`src/rtl/regfile_write_arbiter.sv`:
```
// rtl/regfile_write_arbiter.sv - register file write-port sequencer and round-robin arbiter
//
// After reset, clears all eight registers (r0..r7, one per cycle). It then
// shares the single write port between three writeback requesters
// (0 = ALU, 1 = load unit, 2 = move/immediate) in round-robin order.
//
// Ports:
//   clk, reset          clock, asynchronous active-high reset
//   hold                suppresses all grants while high
//   req_valid[2:0]      per-requester write request
//   req_addrN/req_dataN destination register and data of requester N
//   req_ready[2:0]      one-hot grant (combinational)
//   wr_en/wr_addr/wr_data registered write to the register file decoder/data
//   init_done           high once the clear sequence has finished

module regfile_write_arbiter #(
  parameter int DATA_W = 16
) (
  input  logic              clk,
  input  logic              reset,
  input  logic              hold,
  input  logic [2:0]        req_valid,
  input  logic [2:0]        req_addr0,
  input  logic [2:0]        req_addr1,
  input  logic [2:0]        req_addr2,
  input  logic [DATA_W-1:0] req_data0,
  input  logic [DATA_W-1:0] req_data1,
  input  logic [DATA_W-1:0] req_data2,
  output logic [2:0]        req_ready,
  output logic              wr_en,
  output logic [2:0]        wr_addr,
  output logic [DATA_W-1:0] wr_data,
  output logic              init_done
);

  typedef enum logic {CLEAR, RUN} state_t;

  state_t            state, state_nx;
  logic [2:0]        cnt;
  logic [1:0]        ptr;
  logic [1:0]        ptr_nx;
  logic [2:0]        sel_addr;
  logic [DATA_W-1:0] sel_data;

  always_ff @(posedge clk or posedge reset) begin
    if (reset) begin
      state <= CLEAR;
    end else begin
      state <= state_nx;
    end
  end

  // Grant scan starts at ptr and wraps mod 3; ptr value 3 is unreachable
  // and is scanned like 0.
  always_comb begin
    state_nx  = state;
    req_ready = 3'b000;
    case (state)
      CLEAR: begin
        if (cnt == 3'd7) state_nx = RUN;
      end
      RUN: begin
        if (!hold) begin
          case (ptr)
            2'd1: begin
              if      (req_valid[1]) req_ready = 3'b010;
              else if (req_valid[2]) req_ready = 3'b100;
              else if (req_valid[0]) req_ready = 3'b001;
            end
            2'd2: begin
              if      (req_valid[2]) req_ready = 3'b100;
              else if (req_valid[0]) req_ready = 3'b001;
              else if (req_valid[1]) req_ready = 3'b010;
            end
            default: begin
              if      (req_valid[0]) req_ready = 3'b001;
              else if (req_valid[1]) req_ready = 3'b010;
              else if (req_valid[2]) req_ready = 3'b100;
            end
          endcase
        end
      end
      default: state_nx = CLEAR;
    endcase
  end

  // Payload mux and pointer update for the granted requester.
  always_comb begin
    sel_addr = req_addr0;
    sel_data = req_data0;
    ptr_nx   = 2'd1;
    if (req_ready[1]) begin
      sel_addr = req_addr1;
      sel_data = req_data1;
      ptr_nx   = 2'd2;
    end else if (req_ready[2]) begin
      sel_addr = req_addr2;
      sel_data = req_data2;
      ptr_nx   = 2'd0;
    end
  end

  always_ff @(posedge clk or posedge reset) begin
    if (reset) begin
      cnt     <= 3'd0;
      ptr     <= 2'd0;
      wr_en   <= 1'b0;
      wr_addr <= 3'd0;
      wr_data <= '0;
    end else if (state == CLEAR) begin
      wr_en   <= 1'b1;
      wr_addr <= cnt;
      wr_data <= '0;
      cnt     <= cnt + 3'd1;
    end else if (|req_ready) begin
      wr_en   <= 1'b1;
      wr_addr <= sel_addr;
      wr_data <= sel_data;
      ptr     <= ptr_nx;
    end else begin
      // No transfer: address/data hold their last values.
      wr_en   <= 1'b0;
    end
  end

  assign init_done = (state == RUN);

endmodule

```
`config.mk`:
```
export PLATFORM = sky130hd
export DESIGN_NAME = regfile_write_arbiter
export DESIGN_NICKNAME = d
export VERILOG_FILES = /design/src/rtl/regfile_write_arbiter.sv
export SDC_FILE = /design/constraint.sdc
export NUM_CORES = 1
export LEC_CHECK = 0
export BUFFER_PORTS_ARGS = -buffer_cell sky130_fd_sc_hd__buf_2
export CAP_MARGIN = 40
export CORE_ASPECT_RATIO = 0.8
export CORE_MARGIN = 2
export CORE_UTILIZATION = 44
export CTS_CLUSTER_SIZE = 8
export DETAILED_ROUTE_END_ITERATION = 8
export PLACE_DENSITY_LB_ADDON = 0.05
export SLEW_MARGIN = 20
export SYNTH_ARGS = -nofsm -noshare
export SYNTH_HDL_FRONTEND = slang
export SYNTH_SLANG_ARGS = --single-unit
```
`constraint.sdc`:
```
create_clock -name clk -period 2.5 [get_ports clk]
set_input_delay 0.125 -clock clk [delete_from_list [all_inputs] [get_ports clk]]
set_output_delay 0.125 -clock clk [all_outputs]
set_load 0.03 [all_outputs]
```
==> flow_summary.toml <==
[grt]
overflow = 0
grt_pass1_wl_mm = 6.43
grt_max_degree = 35
grt_pass1_vias = 1439
antenna_found_initial = 0
grt_usage = 0.199

[power_and_ir_drop]
leakagePower_uw = 0.00118
power_frac_seq = 0.300
p_per_area_nw_per_um2 = 1110
swShare = 0.463
p_comb_frac = 0.601
peakVddDrop_mv = 0.580
clkPwrFrac = 0.099
p_sw_uw = 1070
intPower_uw = 1250

[setup_path]
worstPathRequired_ps = 2700
r2r_start = "ptr[0]$_DFFE_PP0P_"
critical_path_class = "reg2reg"
rrSetupSlack_ps = 90
arrival_ps = 2610
cp-end-kind = "register"
reg2reg_to = "wr_data[9]$_DFFE_PP0P_"
start_kind = "register"
startpoint = "ptr[0]$_DFFE_PP0P_"
reg2reg_depth = 7
critPathMaxFanout = 11
crit_end = "wr_data[9]$_DFFE_PP0P_"

[timing]
finClkSkew_ps = 5.25
fin_setup_tns_ps = 0
layout_worst_path_cycle_share = 0.965
fin_crit_ps = 2410
final_hold_viol_count = 0
rsz0062_at_grt = "no"
finalSetupViolCount = 0
fmaxAchievable_mhz = 415
relSlewSlack = 0.713
fin_ws_ps = 88.6
worst_pin_slew_ps = 430
slew_violations = 0
whs_ps = 183

[synth]
yosysUniqueCellTypes = 34
synthTopCellsByCount = "26 x dfrtp_1, 20 x nor2_1, 18 x a22o_1"
synth_area_leaders = "dfrtp_1 42%, mux2i_1 10%, a22o_1 10%"
synth_cells = 149
synth_ff_type = "dfrtp_1"
seq_area_frac_synth = 0.423
synth_edf_count = 0
yosys.area.top_type = "dfrtp_1"
synth-async-reset-ratio = 1.00
ys_ff_latch = 26
synth_top_area_frac = 0.423
avgSynthCellArea_um2 = 10.3
synth.net_count = 216
yosys_warnings = 0
synth_most_common_cell = "dfrtp_1"
synth_area_um2 = 1540

[clocking]
cts_root_buf = "clkbuf_8"
clk-insertion-delay-late_ps = 260
clock-sinks = 26
tritoncts = "yes"
cts_buffers = 3
cts.clk_slew.worst_paths_ps = 90
cts_max_level = 1
clock_path_buffers = 2
cts_setup_buffers = 0

[worst_hold_path]
hp-class = "in2reg"

[cells_and_area]
drive_gt1_frac = 0.460
fin_nets = 304
utilization = 0.617
stdcell_area_um2 = 2080
diodes = 0
area_growth_syn_to_layout_pct = 35.6

[floorplanning]
core_region_area_um2 = 3380
rows = 19
die_w_um = 70.1
die-area_um2 = 3980
fp.dieH_um = 56.9
io_pins = 87
start_util = 0.455

[routing]
drtIter0Drc = 37
ant_nets = 0
drt_pre_antenna_iters = 4
wirelength_mm = 3.86
vias = 1441
route.detailed.drc = 0
wl_per_cell_um = 13.9
via_per_inst = 5.20

[status]
status = "complete, no violations"

[place]
dpl_worst_slack_ps = 120
dpl_cell_area_um2 = 2010
io_buffers = 86
dp_hpwl_mm = 2.97
gp_congestion = 0.876

[flow_run]
drv_cap = 0
[critical path, stage by stage, from the launching register on]
cell     delay (ps)
dfrtp_1         390
inv_1            60
ha_1            350
or2_1           290
o221a_2         340
or2_2           430
nor2_4          290
a22o_1          190
[area by class of cell]
class	count	area, um2
sequential	26	651
inverter	8	32.5
timing repair buffer	92	489
fill	314	1290
tap	42	52.6
clock buffer	3	41.3
multi-input combinational	106	817
[metal layers]
metal	vias up	global-route usage	routed length, um
li1	713	-	-
met1	679	0.254	1810
met2	47	0.337	1780
met3	2	0.0646	258
met4	0	0.0330	14
met5	-	0	0
[cell usage in the layout, fill, tap and decap left out]
cell,count
o21ai_1,3
mux2_1,2
buf_6,1
or2_1,1
dfrtp_1,26
o21ai_0,2
clkbuf_8,3
inv_2,3
mux2_2,3
mux2i_1,16
a22o_1,18
nor2_8,1
o311ai_4,1
nor3b_1,1
nand2_1,1
inv_1,4
a221o_1,2
inv_4,1
buf_2,86
o22ai_1,1
and2b_1,1
dlygate4sd3_1,1
buf_8,1
or2_2,2
a31oi_1,1
and2_1,2
o221a_2,1
buf_4,3
xnor2_1,1
a21boi_0,1
o2111ai_4,1
a21oi_1,16
nor2_1,20
nor2b_1,3
nor2_4,1
ha_1,4
[registers in the layout, summed over array words and instances, names as in the netlist]
register	flops
cnt	3
init_done	1
ptr	2
wr_addr	3
wr_data	16
wr_en	1
[worst min path at each step]
stage | slack, ps | start | endpoint | cells after the start
floorplan | 170 | reset | cnt[0]$_DFFE_PP0N_ | 1
global placement | 380 | reset | cnt[1]$_DFFE_PP0N_ | 2
detailed placement | 140 | reset | cnt[1]$_DFFE_PP0N_ | 2
CTS | 180 | req_addr1[1] | wr_addr[1]$_DFFE_PP0P_ | 3
global route | 210 | req_addr1[1] | wr_addr[1]$_DFFE_PP0P_ | 3
finish | 180 | req_addr1[1] | wr_addr[1]$_DFFE_PP0P_ | 3
[power by group through the flow]
stage	clock (uW)	combinational (uW)	sequential, uW
3_3_place_gp	0	1310	702
6_report	230	1390	696
4_1_cts	238	1360	692
3_5_place_dp	0	1360	696
5_1_grt	257	1510	714
2_1_floorplan	0	706	1010
[logic make-up (layout without fill, tap and decap cells)]
logic type,count (synthesis),after routing,synth area share
and+or+nand+nor,32,33,0.107
xor gates and xnor gates,1,1,0.00570
DFF,26,26,0.423
adders and majority gates,4,4,0.0326
AOI/OAI and AO/OA,47,47,0.227
muxes,21,21,0.141
buffers and inverters,18,103,0.0635
[repair_timing]
action                     4_1_cts  5_1_grt
hold endpoints to repair         9        0
resized for setup                0        3
setup endpoints to repair        0       16
hold buffers                     1        0
[metrics by stage]
step	cells	total power, uW
3_3_place_gp	271	2010
3_5_place_dp	272	2060
4_1_cts	276	2290
5_1_grt	277	2480
6_report	277	2320
2_1_floorplan	149	1710
Power figures use the tool's default switching activity.
